## src/rtl/cpu_pipe_ctrl.sv

```systemverilog
// rtl/cpu_pipe_ctrl.sv - pipeline stall/flush controller with MDU sequencing and stall counter
//
// Purpose: resolves load-use, multi-cycle MDU, data-cache miss and exception
// hazards into per-stage hold/bubble/flush controls for a five-stage pipeline.
//
// Ports:
//   clk, rst_n                      clock, asynchronous active-low reset
//   id_raddr1/2, id_re1/2           source registers used by the ID instruction
//   ex_is_load, ex_we, ex_waddr     destination info of the EX instruction
//   ex_mdu_start, ex_mdu_div        MDU issue pulse and divide/multiply select
//   mem_stall_req                   data cache not ready (level)
//   exc_req                         exception commit pulse from MEM
//   stall_pc/if_id/id_ex/ex_mem     hold the PC or the named stage register
//   bubble_id_ex, bubble_mem_wb     insert a NOP into the named register
//   flush_all, redirect_pc          exception flush and vector redirect
//   mdu_busy, mdu_done, mdu_abort   MDU sequencing status and kill
//   stall_cnt                       count of cycles with stall_pc asserted
module cpu_pipe_ctrl #(
  parameter int MULT_CYCLES = 4,
  parameter int DIV_CYCLES  = 32
) (
  input  logic        clk,
  input  logic        rst_n,
  input  logic [4:0]  id_raddr1,
  input  logic [4:0]  id_raddr2,
  input  logic        id_re1,
  input  logic        id_re2,
  input  logic        ex_is_load,
  input  logic        ex_we,
  input  logic [4:0]  ex_waddr,
  input  logic        ex_mdu_start,
  input  logic        ex_mdu_div,
  input  logic        mem_stall_req,
  input  logic        exc_req,
  output logic        stall_pc,
  output logic        stall_if_id,
  output logic        stall_id_ex,
  output logic        stall_ex_mem,
  output logic        bubble_id_ex,
  output logic        bubble_mem_wb,
  output logic        flush_all,
  output logic        redirect_pc,
  output logic        mdu_busy,
  output logic        mdu_done,
  output logic        mdu_abort,
  output logic [31:0] stall_cnt
);

  localparam int MAX_CYCLES = (DIV_CYCLES > MULT_CYCLES) ? DIV_CYCLES : MULT_CYCLES;
  localparam int CNT_W      = (MAX_CYCLES > 2) ? $clog2(MAX_CYCLES) : 1;
  localparam logic [CNT_W-1:0] DIV_LOAD  = CNT_W'(DIV_CYCLES - 1);
  localparam logic [CNT_W-1:0] MULT_LOAD = CNT_W'(MULT_CYCLES - 1);

  typedef enum logic [1:0] {S_RUN, S_MDU, S_FLUSH} state_t;

  state_t           r_state;
  logic [CNT_W-1:0] r_mdu_cnt;
  logic [31:0]      r_stall_cnt;

  logic w_run;
  logic w_mdu;
  logic w_flush;
  logic w_lu;
  logic w_mdu_stall;

  assign w_run   = (r_state == S_RUN);
  assign w_mdu   = (r_state == S_MDU);
  assign w_flush = (r_state == S_FLUSH);

  assign w_lu = ex_is_load & ex_we & (ex_waddr != 5'd0) &
                ((id_re1 & (ex_waddr == id_raddr1)) | (id_re2 & (ex_waddr == id_raddr2)));

  // The issuing cycle stalls too, so a start holds the pipe for the full N cycles.
  assign w_mdu_stall = (w_run & ex_mdu_start) | (w_mdu & (r_mdu_cnt != '0));

  // Status outputs come only from state; reset drives state to RUN so they drop at once.
  assign mdu_busy  = w_mdu;
  assign mdu_done  = w_mdu & (r_mdu_cnt == '0);
  assign stall_cnt = r_stall_cnt;

  always_comb begin
    stall_pc      = 1'b0;
    stall_if_id   = 1'b0;
    stall_id_ex   = 1'b0;
    stall_ex_mem  = 1'b0;
    bubble_id_ex  = 1'b0;
    bubble_mem_wb = 1'b0;
    flush_all     = 1'b0;
    redirect_pc   = 1'b0;
    mdu_abort     = 1'b0;
    // Inputs may be live during reset; gate so every control is quiet while rst_n is low.
    if (rst_n) begin
      if (exc_req) begin
        flush_all   = 1'b1;
        redirect_pc = 1'b1;
        mdu_abort   = w_mdu | (w_run & ex_mdu_start);
      end else if (!w_flush) begin
        if (mem_stall_req || w_mdu_stall) begin
          stall_pc      = 1'b1;
          stall_if_id   = 1'b1;
          stall_id_ex   = 1'b1;
          stall_ex_mem  = 1'b1;
          bubble_mem_wb = 1'b1;
        end else if (w_run && w_lu) begin
          // Hold IF/ID and PC, let EX drain with a bubble behind the load.
          stall_pc     = 1'b1;
          stall_if_id  = 1'b1;
          bubble_id_ex = 1'b1;
        end
      end
    end
  end

  always_ff @(posedge clk or negedge rst_n) begin
    if (!rst_n) begin
      r_state     <= S_RUN;
      r_mdu_cnt   <= '0;
      r_stall_cnt <= 32'd0;
    end else begin
      r_stall_cnt <= r_stall_cnt + {31'd0, stall_pc};
      if (exc_req) begin
        r_state   <= S_FLUSH;
        r_mdu_cnt <= '0;
      end else begin
        case (r_state)
          S_RUN: begin
            // Accepted even under a cache miss: the MDU runs independently of the hold.
            if (ex_mdu_start) begin
              r_mdu_cnt <= ex_mdu_div ? DIV_LOAD : MULT_LOAD;
              r_state   <= S_MDU;
            end
          end
          S_MDU: begin
            if (r_mdu_cnt == '0) begin
              r_state <= S_RUN;
            end else begin
              r_mdu_cnt <= r_mdu_cnt - 1'b1;
            end
          end
          default: r_state <= S_RUN;
        endcase
      end
    end
  end

endmodule

```

## config.mk

```make
export PLATFORM = sky130hd
export DESIGN_NAME = cpu_pipe_ctrl
export DESIGN_NICKNAME = d
export VERILOG_FILES = /design/src/rtl/cpu_pipe_ctrl.sv
export SDC_FILE = /design/constraint.sdc
export NUM_CORES = 1
export LEC_CHECK = 0
export ABC_CLOCK_PERIOD_IN_PS = 3710
export BUFFER_PORTS_ARGS = -buffer_cell sky130_fd_sc_hd__buf_2
export CAP_MARGIN = 40
export CORE_MARGIN = 2
export CORE_UTILIZATION = 25
export CTS_CLUSTER_SIZE = 28
export DETAILED_ROUTE_END_ITERATION = 8
export SLEW_MARGIN = 20
export SYNTH_ARGS = -nofsm -noshare
export SYNTH_HDL_FRONTEND = slang
export SYNTH_SLANG_ARGS = --single-unit
```

## constraint.sdc

```tcl
create_clock -name clk -period 3.71 [get_ports clk]
set_input_delay 0.742 -clock clk [delete_from_list [all_inputs] [get_ports clk]]
set_output_delay 0.742 -clock clk [all_outputs]
set_load 0.005 [all_outputs]
```

# After elaboration in Yosys (flattened, before gate mapping)
# Cells that the tools add are included.
dict set report totals {
  reg_bits 39
  latchBits 0
  ramBits 0
  mem_bits_ro 0
  out_inout_bits 43
  mem_count 0
}
dict set report classes {
  n_addsub 2
  n_mul 0
  n_div 0
  order_cmp 0
  eq_ne 7
  n_shift 0
  n_mux 26
  bitwise_logic 11
  n_reduce_logical 9
}
# cell n
set op_table {}
lappend op_table {{adder 32 x 1 -> 32 bit} 1}
lappend op_table {{2-to-1 mux 5 bit} 4}
lappend op_table {{2-to-1 mux 1 bit} 17}
lappend op_table {{== test 5 bit} 2}
lappend op_table {{case mux 5 bit (2 select lines)} 1}
lappend op_table {{nonzero test 5 bit} 2}
lappend op_table {{bitwise AND 1 bit} 8}
lappend op_table {{2-to-1 mux 2 bit} 3}
lappend op_table {{!= test 3 bit (second input constant)} 2}
lappend op_table {{zero test 5 bit} 1}
lappend op_table {{subtractor 5 x 1 -> 5 bit (second input constant)} 1}
lappend op_table {{case mux 2 bit (2 select lines)} 1}
lappend op_table {{!= test 3 x 2 -> 1 bit (second input constant)} 1}
lappend op_table {{OR 1 bit} 3}
lappend op_table {{AND reduction 3 bit} 1}
lappend op_table {{nonzero test 3 bit} 1}
lappend op_table {{== test 2 x 1 -> 1 bit (second input constant)} 1}
lappend op_table {{== test 2 bit (second input constant)} 1}
lappend op_table {{zero test 2 bit} 1}
lappend op_table {{AND reduction 2 bit} 1}
lappend op_table {{logical AND 1 bit} 1}
lappend op_table {{logical OR 1 bit} 1}

# Logic depth before layout (Yosys ltp)
# Gate-level depths: netlist of run 1.
dict set report logic_depth {
  depth_word 11
  ltp_mapped 13
}

# Worst setup path before layout of run 1
# Ideal clock, no wire load.
dict set report synth_timing {
  path_type {input to register}
  startpoint {input ex_mdu_start}
  endpoint {register r_stall_cnt[22] (netlist: stall_cnt[22])}
  setup_ps 125
  t_arrival_ps 2781
  path_slack_ps 804
  stages 11
  path_buffers 1
  cell_sequence {o21bai_1 > a21oi_1 > o221a_2 > o21bai_1 > ha_1 > ha_1 > and4_4 > nor3b_4 > buf_6 > nand4_1 > xnor2_1}
}
dict set report synth_between {
  elab_chain_len 8
}
# element line_no
set synth_rtl {}
lappend synth_rtl {{start: declaration} 31} ;# input logic ex_mdu_start,
lappend synth_rtl {{bitwise AND 1 bit} 74} ;# assign w_mdu_stall = (w_run & ex_mdu_start) | (w_mdu & (r_mdu_cnt != '0));
lappend synth_rtl {{OR 1 bit} 74}
lappend synth_rtl {{logical OR 1 bit} 98} ;# if (mem_stall_req || w_mdu_stall) begin
lappend synth_rtl {{2-to-1 mux 1 bit (4 in a row)} n/a}
lappend synth_rtl {{named net stall_if_id} 36} ;# output logic stall_if_id,
lappend synth_rtl {{adder 32 x 1 -> 32 bit} 120} ;# r_stall_cnt <= r_stall_cnt + {31'd0, stall_pc};
lappend synth_rtl {{end signal: assignment} 120}
lappend synth_rtl {{end: declaration} 58} ;# logic [31:0] r_stall_cnt;
# The timed path passes the listed nets, and every way through them passes these cells.
# A chain may end at the register's enable or synchronous reset.

# Worst setup path in the final report of run 1
dict set report layout_timing {
  startpoint {register r_mdu_cnt[0]}
  endpoint {register r_stall_cnt[22] (netlist: stall_cnt[22])}
}
dict set report layout_between {
  elab_chain_len 9
}
# element line_no
set layout_rtl {}
lappend layout_rtl {{start: declaration} 57} ;# logic [CNT_W-1:0] r_mdu_cnt;
lappend layout_rtl {{start signal: assignment} 129} ;# r_mdu_cnt <= ex_mdu_div ? DIV_LOAD : MULT_LOAD;
lappend layout_rtl {{start signal: assignment} 137} ;# r_mdu_cnt <= r_mdu_cnt - 1'b1;
lappend layout_rtl {{nonzero test 5 bit} 74}
lappend layout_rtl {{bitwise AND 1 bit} 74}
lappend layout_rtl {{OR 1 bit} 74}
lappend layout_rtl {{logical OR 1 bit} 98}
lappend layout_rtl {{2-to-1 mux 1 bit} 98}
lappend layout_rtl {{2-to-1 mux 1 bit} 97} ;# end else if (!w_flush) begin
lappend layout_rtl {{2-to-1 mux 1 bit} 93} ;# if (exc_req) begin
lappend layout_rtl {{2-to-1 mux 1 bit} 92} ;# if (rst_n) begin
lappend layout_rtl {{adder 32 x 1 -> 32 bit} 120}
# Every way passes these cells.

==> impl_metrics.ini, run 1 <==
[run_status]
run_status = finished clean

[clock_network]
cts_max_path_buffers = 2
cts_hold_buf = 0
cts-resized-gates = 0
cts_buffers = 5
clk_latency_ns = 0.29
post-cts-setup-buffers = 0
htree_levels = 2
cts_root_buf = clkbuf_8
path_clk_slew_ns = 0.07
clock-sinks = 39
cts_tree = yes

[place]
hpwl_um = 3540
port_buffers = 67
placed_cell_area_mm2 = 0.00248
gp_congestion = 0.825

[pwr]
ir_worst_vdd_uv = 125
power_leakage_nw = 1.25
power.density_mw_per_mm2 = 345

[die]
die_x_um = 95.1
start_util_pct = 25.5
coreArea_mm2 = 0.00813
die-area_mm2 = 0.00904
core.rowCount = 33
ios = 68
die_y_um = 95.1

[timing]
rsz0062_at_grt = no
finClkSkew_ns = 0.00729
maxSlewHeadroom_pct = 54.1
slew_violations = 0
worst_pin_slew_ns = 0.683
tns_ns = 0
setup_viol = 0
layout_min_cycle_time_ns = 3.07
fmax_mhz = 325
hold_viol = 0
period_share_pct = 82.9

[worst_setup_path]
start_kind = register
r2r_setup_slack_ns = 0.64
r2r_end = stall_cnt[22]
r2r_cells = 12
crit_path_end_kind = register
cp-startpoint = r_mdu_cnt[0]
worstReg2RegStart = r_mdu_cnt[0]
endpoint = stall_cnt[22]
critPathMaxFanout = 11
worstSetupPathType = register to register
worstPathRequired_ns = 3.89
cp.arrival_ns = 3.25

[synthesis]
synth_fa_ha_area_share_pct = 2.41
synth-xor-area-share_pct = 16.9
synth_compound_gate_area_share_pct = 5.85
syn_inst = 194
synth_mux_area_share_pct = 0
syn-num-nets = 223
synth-seq-area-share_pct = 47.0
syn_area_per_cell_um2 = 10.7
synth.cell_area_mm2 = 0.00207
synth_cell_type_count = 38
yosys_warnings = 0
synth_edf_count = 0
async_reset_ff_share_pct = 100
synth-simple-area-share_pct = 23.1
ys_seq_elements = 39
synth_ff_type = dfrtp_1
synth_top_family_by_area = simple AND/OR/NAND/NOR gates

[routing]
drt_iter0_markers = 52
dr.pass1.iters = 4
via_per_inst = 4.56
drt_wl_total_um = 4650
vias = 1659
drcViolationCount = 0
routedWlPerCell_um = 12.8
postRouteAntennaNets = 0

[layout]
synthToLayoutAreaGrowth_pct = 23.8
final-seq-area_um2 = 976
layout_commonest_cell = buf_2
layout_common_cells = 67 x buf_2, 39 x dfrtp_1, 29 x xnor2_1
nFillCells = 841
antenna-diode-count = 0
postLayoutCellArea_mm2 = 0.00257
num-nets-final = 288
multi_input_area_mm2 = 0.00100
drive_above_1_share_pct = 33.6

[global_route]
grt_pass1_wl_um = 7780
grt_overflow = 0
grt_util_all_layers_pct = 11.2
grt_max_degree = 41
grt_pass1_vias = 1537
antenna_found_initial = 0

[worst_hold_path]
hold_path_class = register to register

[job]
maxCapViolCount = 0
-- area by class of cell --
class,count,area share (%)
well taps,105,5.11
flip-flops and latches,39,38.0
inverters,6,0.877
repair buffers,69,13.6
clock buffers,6,3.21
multi-input cells,138,39.0
clock inverters,1,0.195
-- metal layers --
metal,vias to the layer above,track usage [%],part of all wire [%]
met5,-,0,0
met4,0,3.62,1.1
met3,5,2.85,5.9
met2,59,17.7,47
met1,788,14.9,46
li1,807,-,-
-- cell families after synthesis --
group | count (synthesis)
and+or+nand+nor | 75
xor gates and xnor gates | 40
DFF | 39
AOI/OAI and AO/OA | 19
buffers and inverters | 17
adders and majority gates | 4
-- metrics by stage --
stage	total power, W	hold WS (ns)	setup WS, ns	cells	utilization [%]
final	0.000886	0.477	0.636	364	31.6
after global routing	0.000946	0.512	0.313	364	31.6
after CTS	0.000899	0.475	0.618	364	31.6
after detailed placement	0.000605	0.461	0.372	357	30.5
after global placement	0.000602	0.461	0.440	357	30.5
after floorplan	0.000538	0.446	0.804	194	-
-- worst min-delay path by stage --
stage,from,endpoint,slack (ns),cells past startpoint
after floorplan,rst_n,r_mdu_cnt[0],0.45,0
after global placement,stall_cnt[31],stall_cnt[31],0.46,1
after detailed placement,stall_cnt[31],stall_cnt[31],0.46,1
after CTS,stall_cnt[31],stall_cnt[31],0.48,1
after global routing,stall_cnt[31],stall_cnt[31],0.51,1
final,stall_cnt[31],stall_cnt[31],0.48,1
-- Yosys cell counts, types with 5 or more instances --
| library cell | n | area (µm²) |
|---|---|---|
| dfrtp_1 | 39 | 976 |
| xnor2_1 | 29 | 254 |
| nand3_1 | 13 | 65.1 |
| nand4_1 | 11 | 68.8 |
| xor2_1 | 11 | 96.3 |
| nor2_1 | 9 | 33.8 |
| nand2_1 | 8 | 30.0 |
| inv_1 | 6 | 22.5 |
| o21ai_0 | 6 | 30.0 |
| a21oi_1 | 5 | 25.0 |
| buf_4 | 5 | 37.5 |
| nor3_1 | 5 | 25.0 |
| nor4_1 | 5 | 31.3 |
-- flip-flops by register name, summed over array words and instances (netlist names) --
signal	flops
stall_cnt	32
r_mdu_cnt	5
r_state	2
-- worst max-delay path, cell delays in order, from the launching register on --
cell,delay (ns)
dfrtp_1,0.38
inv_1,0.09
ha_1,0.22
nor4b_2,0.17
a21oi_1,0.22
o221a_2,0.25
o21bai_1,0.16
ha_1,0.24
ha_1,0.22
and4_4,0.24
nor3b_4,0.44
nand4_1,0.17
xnor2_1,0.15
-- where the power goes --
group          switching [W]  internal (W)  total [W]
logic              0.0000569     0.0000545   0.000111
registers          0.0000313      0.000451   0.000482
clock network       0.000147      0.000146   0.000293
Power figures use the tool's default switching activity.
==> run 2, diff against run 1 <==
--- a/config.mk
+++ b/config.mk
@@ -5,7 +5,8 @@
 export SDC_FILE = /design/constraint.sdc
 export NUM_CORES = 1
 export LEC_CHECK = 0
-export ABC_CLOCK_PERIOD_IN_PS = 3710
+export ABC_AREA = 1
+export ABC_CLOCK_PERIOD_IN_PS = 2500
 export BUFFER_PORTS_ARGS = -buffer_cell sky130_fd_sc_hd__buf_2
 export CAP_MARGIN = 40
 export CORE_MARGIN = 2
==> constraint.sdc (replaced) <==
create_clock -name clk -period 2.5 [get_ports clk]
set_input_delay 0.5 -clock clk [delete_from_list [all_inputs] [get_ports clk]]
set_output_delay 0.5 -clock clk [all_outputs]
set_load 0.005 [all_outputs]
==> run 2 against run 1 <==
  * Worst setup slack worse by 0.40 ns
  * Worst hold slack worse by 0.14 ns
  * Final cell count up 52%
  * Synthesized cell count up 78%
  * Clock skew down 0.0031 ns
  * Sequential share of layout area down 6.4 points
  * Critical path depth up 3
  * Die area up 19%
  * Critical path type unchanged
  * Largest power group unchanged
==> impl_metrics.ini, run 2 <==
[synthesis]
yosysMostFrequentCell = nand2_1
synth-seq-area-share_pct = 39.4
synth_edf_count = 0
synth_cell_type_count = 26
yosys_warnings = 0
synth_top_area_cell = dfrtp_1
synth_ff_type = dfrtp_1
synth.cell_area_mm2 = 0.00248
synth_top_area_share_pct = 39.4
syn_inst = 346
syn-num-nets = 375
synth_common_cells = 118 x nand2_1, 44 x inv_1, 44 x nor2_1
syn_area_per_cell_um2 = 7.16
yosys-top-cells-area = dfrtp_1 39%, nand2_1 18%, inv_1 6.7%
ys_seq_elements = 39
async_reset_ff_share_pct = 100

[place]
dp_slack_ns = 0.0860
port_buffers = 67
hpwl_um = 5060
gp_congestion = 0.821

[die]
core.rowCount = 36
coreArea_mm2 = 0.00968
die_y_um = 104
die_x_um = 104
start_util_pct = 25.6
ios = 68
die-area_mm2 = 0.0107

[worst_setup_path]
cp_top_family = simple AND/OR/NAND/NOR gates
cp.arrival_ns = 2.44
cp_slowest_cell = dfrtp_1
path_cells = inv_1 > ha_1 > nand3_1 > nand2_1 > nand3_1 > nand2_1 > nand2_1 > ha_4 > ha_1 > nand3_2 > inv_1 > nand2_2 > nor2_4 > nand3_1 > xor2_1
critPathMaxFanout = 4
crit_path_end_kind = register
worstSetupPathType = register to register
slowest_delay_ns = 0.35
worst-path-buf-inv = 2
worstPathRequired_ns = 2.68
start_kind = register

[layout]
drive_above_1_share_pct = 24.0
layout_commonest_cell = nand2_1
layout_common_cells = 118 x nand2_1, 67 x buf_2, 44 x inv_1
synthToLayoutAreaGrowth_pct = 24.7
num-nets-final = 449
largest_register_ffs = 32
antenna-diode-count = 0
nFillCells = 1066

[timing]
tns_ns = 0
period_share_pct = 90.4
setup_ws_ns = 0.241
rsz0062_at_grt = no
hold_viol = 0
worst_pin_slew_ns = 0.533
fmax_mhz = 443
layout_min_cycle_time_ns = 2.26
finClkSkew_ns = 0.00422
slew_violations = 0
hold_ws_ns = 0.340
setup_viol = 0
maxSlewHeadroom_pct = 64.5

[routing]
postRouteAntennaNets = 0
drt_iter0_markers = 84
routedWlPerCell_um = 11.2
vias = 2371
dr.pass1.iters = 4
drt_wl_total_um = 6200
via_per_inst = 4.28
drcViolationCount = 0

[global_route]
grt_util_all_layers_pct = 12.0
grt_pass1_vias = 2224
grt_overflow = 0
grt_pass1_wl_um = 10400
grt_max_degree = 41
antenna_found_initial = 0

[pwr]
ir_worst_vdd_uv = 169
power.density_mw_per_mm2 = 445
power_w = 0.00137
power_leakage_nw = 1.73

[job]
maxCapViolCount = 0

[clock_network]
post-cts-setup-buffers = 0
clock-sinks = 39
cts_hold_buf = 0
clk_latency_ns = 0.29
htree_levels = 2
cts-resized-gates = 0
cts_max_path_buffers = 2
path_clk_slew_ns = 0.07
cts_tree = yes
cts_root_buf = clkbuf_8
cts_buffers = 5

[run_status]
run_status = finished clean

[worst_hold_path]
hold_path_class = primary input to async pin
## run 2: worst register-to-register path: cells and delay by family, from the launching register on
| kind | cells | cell delay [ns] |
|---|---|---|
| flip-flops | 1 | 0.35 |
| adder cells (fa/ha/maj) | 3 | 0.54 |
| XOR/XNOR | 1 | 0.15 |
| buffers and inverters | 2 | 0.17 |
| AND/OR/NAND/NOR | 9 | 0.96 |
## run 2: cell families after synthesis
kind of cell             Yosys count  share of synthesized area, %
buffers and inverters             51                          8.33
AND/OR/NAND/NOR                  217                          40.2
flip-flops                        39                          39.4
AO/OA/AOI/OAI                     16                          3.33
adder cells (fa/ha/maj)            4                          2.02
XOR/XNOR                          19                          6.72
## run 2: final timing paths
kind / from / endpoint / slack, ns / cells after the start
max in group asynchronous: rst_n / stall_cnt[20] / 1.78 / 2
min in group clk: r_mdu_cnt[0] / r_mdu_cnt[0] / 0.48 / 2
hold reg to reg: r_mdu_cnt[0] / r_mdu_cnt[0] / 0.48 / 2
hold / removal: rst_n / stall_cnt[9] / 0.34 / 2
setup / recovery: r_mdu_cnt[0] / stall_cnt[20] / 0.24 / 15
setup reg to reg: r_mdu_cnt[0] / stall_cnt[20] / 0.24 / 15
## run 2: power by group
| part | internal, W | total, W | switching, W |
|---|---|---|---|
| combinational | 0.0000978 | 0.000220 | 0.000122 |
| clock | 0.000196 | 0.000416 | 0.000220 |
| sequential | 0.000677 | 0.000739 | 0.0000619 |
## run 2: per-layer routing
metal  wire [µm]  vias up  GRT usage, %
met3         408        2          3.46
met1        2860     1081          15.1
met2        2910       67          20.8
met4          17        0          1.74
met5           0        -             0
li1            -     1221             -
## run 2: cell type report
cell class | count | area (µm²) | area share (%)
Clock buffer | 7 | 76.3 | 2.47
Clock inverter | 1 | 5.00 | 0.162
Inverter | 46 | 173 | 5.59
Multi-Input combinational cell | 256 | 1320 | 42.8
Sequential cell | 39 | 976 | 31.6
Tap cell | 133 | 166 | 5.38
Timing Repair Buffer | 72 | 373 | 12.1
## run 2: stage by stage
stage / instance area (µm²) / utilization [%] / std cells
2_1_floorplan: 2480 / - / 346
3_3_place_gp: 2980 / 30.8 / 546
3_5_place_dp: 2980 / 30.8 / 546
4_1_cts: 3060 / 31.6 / 554
5_1_grt: 3090 / 31.9 / 554
6_report: 3090 / 31.9 / 554
==> run 3, diff against run 2 <==
--- a/config.mk
+++ b/config.mk
@@ -13,6 +13,7 @@
 export CORE_UTILIZATION = 25
 export CTS_CLUSTER_SIZE = 28
 export DETAILED_ROUTE_END_ITERATION = 8
+export GPL_TIMING_DRIVEN = 0
 export SLEW_MARGIN = 20
 export SYNTH_ARGS = -nofsm -noshare
 export SYNTH_HDL_FRONTEND = slang
==> run 3 against run 2 <==
  * Worst hold slack got worse by 0.30 ns
  * Flip-flop and latch count is the same
  * Register-to-register slack got worse by 0.03 ns
  * Critical path type unchanged
  * Cell area up 2.3%
  * Clock power up 1%
  * Wire length rose by 0.55%
  * Largest cell class unchanged
==> impl_metrics.ini, run 3 (synthesis gave the netlist of run 2 again) <==
[pwr]
seqPwrFrac_pct = 53.1
power.switching_w = 0.000414
power_frac_comb_pct = 16.9
p_int_w = 0.000986
p_clk_share_pct = 30.0
power_leakage_nw = 1.74
power.density_mw_per_mm2 = 443
swShare_pct = 29.6
ir_worst_vdd_uv = 182

[worst_setup_path]
r2r_cells = 15
path_cells = inv_1 > ha_1 > nand3_1 > nand2_1 > nand3_1 > nand2_1 > nand2_2 > ha_4 > ha_4 > nand3_2 > inv_1 > nand2_2 > nor2_4 > nand3_1 > xor2_1
cp.arrival_ns = 2.46
start_kind = register
critPathMaxFanout = 4
cp_top_family = simple AND/OR/NAND/NOR gates
critPathMostFrequentCell = nand3_1
r2r_end = stall_cnt[20]
slowest_delay_ns = 0.36
worstReg2RegStart = r_mdu_cnt[0]
worstPathRequired_ns = 2.68
crit_path_end_kind = register
endpoint = stall_cnt[20]
cp_slowest_cell = dfrtp_1
r2r_setup_slack_ns = 0.21
worstSetupPathType = register to register
cp-startpoint = r_mdu_cnt[0]
worst-path-buf-inv = 2
path_depth = 15

[routing]
via_per_inst = 4.17
postRouteAntennaNets = 0
dr.pass1.iters = 4
drt_iter0_markers = 72
drcViolationCount = 0
drt_wl_total_um = 6230
vias = 2317
routedWlPerCell_um = 11.2

[run_status]
run_status = finished clean

[layout]
final-seq-area_um2 = 976
synthToLayoutAreaGrowth_pct = 27.6
final_util_pct = 32.6
layout_commonest_cell = nand2_1
drive_above_1_share_pct = 25.1
multi_input_area_mm2 = 0.00133
antenna-diode-count = 0
largest_register_ffs = 32
num-nets-final = 451
nFillCells = 1060
layout_common_cells = 116 x nand2_1, 66 x buf_2, 43 x inv_1, 43 x nor2_1, 39 x dfrtp_1

[timing]
fmax_mhz = 437
rsz0062_at_grt = no
tns_ns = 0
hold_viol = 0
maxSlewHeadroom_pct = 70.9
period_share_pct = 91.5
setup_viol = 0
finClkSkew_ns = 0.00946
slew_violations = 0
layout_min_cycle_time_ns = 2.29
worst_pin_slew_ns = 0.433

[global_route]
grt_pass1_wl_um = 10400
antenna_found_initial = 0
grt_util_all_layers_pct = 11.7
grt_overflow = 0
grt_max_degree = 23
grt_pass1_vias = 2260

[place]
hpwl_um = 5000
port_buffers = 67
gp_congestion = 0.835

[die]
die-area_mm2 = 0.0107
die_y_um = 104
start_util_pct = 25.6
core.rowCount = 36
die_x_um = 104
ios = 68
coreArea_mm2 = 0.00968

[clock_network]
htree_levels = 2
cts_root_buf = clkbuf_8
cts_hold_buf = 0
cts_max_path_buffers = 2
clk_latency_ns = 0.29
clock-sinks = 39
cts_tree = yes
path_clk_slew_ns = 0.08
cts_buffers = 5

[job]
maxCapViolCount = 0

[worst_hold_path]
hold_path_class = primary input to async pin
run 3: power groups by stage:
| stage | sequential [W] | combinational [W] | clock, W |
|---|---|---|---|
| 3_3_place_gp | 0.000743 | 0.000214 | 0 |
| 4_1_cts | 0.000739 | 0.000236 | 0.000444 |
| 3_5_place_dp | 0.000746 | 0.000227 | 0 |
| 5_1_grt | 0.000751 | 0.000275 | 0.000472 |
| 6_report | 0.000743 | 0.000237 | 0.000420 |
| 2_1_floorplan | 0.000742 | 0.000112 | 0 |
run 3: layer usage:
metal  track usage (%)  part of all wire (%)  vias up
li1                  -                     -     1219
met1              14.6                    45     1028
met2              20.2                    48       66
met3              3.46                   6.0        4
met4              1.93                  0.34        0
met5                 0                     0        -
run 3: layout make-up:
type / instances / area share (%)
clock inverter: 1 / 0.158
clock buffer: 7 / 2.41
tap: 133 / 5.27
sequential: 39 / 30.9
multi-input combinational: 256 / 42.2
timing repair buffer: 69 / 12.6
buffer: 5 / 1.07
inverter: 46 / 5.46
run 3: worst min path at each step:
stage	cells after the start	from	to
detailed placement	2	r_mdu_cnt[2]	r_mdu_cnt[2]
global placement	2	r_mdu_cnt[0]	r_mdu_cnt[0]
floorplan	0	rst_n	r_mdu_cnt[0]
CTS	1	rst_n	stall_cnt[9]
global route	1	rst_n	stall_cnt[25]
finish	1	rst_n	stall_cnt[9]
run 3: through the flow:
stage | worst slack, ns | area [µm²] | std cells | hold WS (ns) | power (W)
after global placement | -0.786 | 2980 | 546 | 0.470 | 0.000957
after CTS | 0.0550 | 3110 | 555 | 0.0241 | 0.00142
final | 0.213 | 3160 | 556 | 0.0384 | 0.00140
after global routing | 0.0305 | 3160 | 556 | 0.0294 | 0.00150
after floorplan | 0.279 | 2480 | 346 | 0.204 | 0.000854
after detailed placement | -0.700 | 3010 | 547 | 0.484 | 0.000973
run 3: timing repair:
item | 4_1_cts | 5_1_grt
resized for setup | 7 | 5
gates cloned | 0 | 1
setup buffers | 0 | 0
endpoints found under the setup margin | 19 | 7
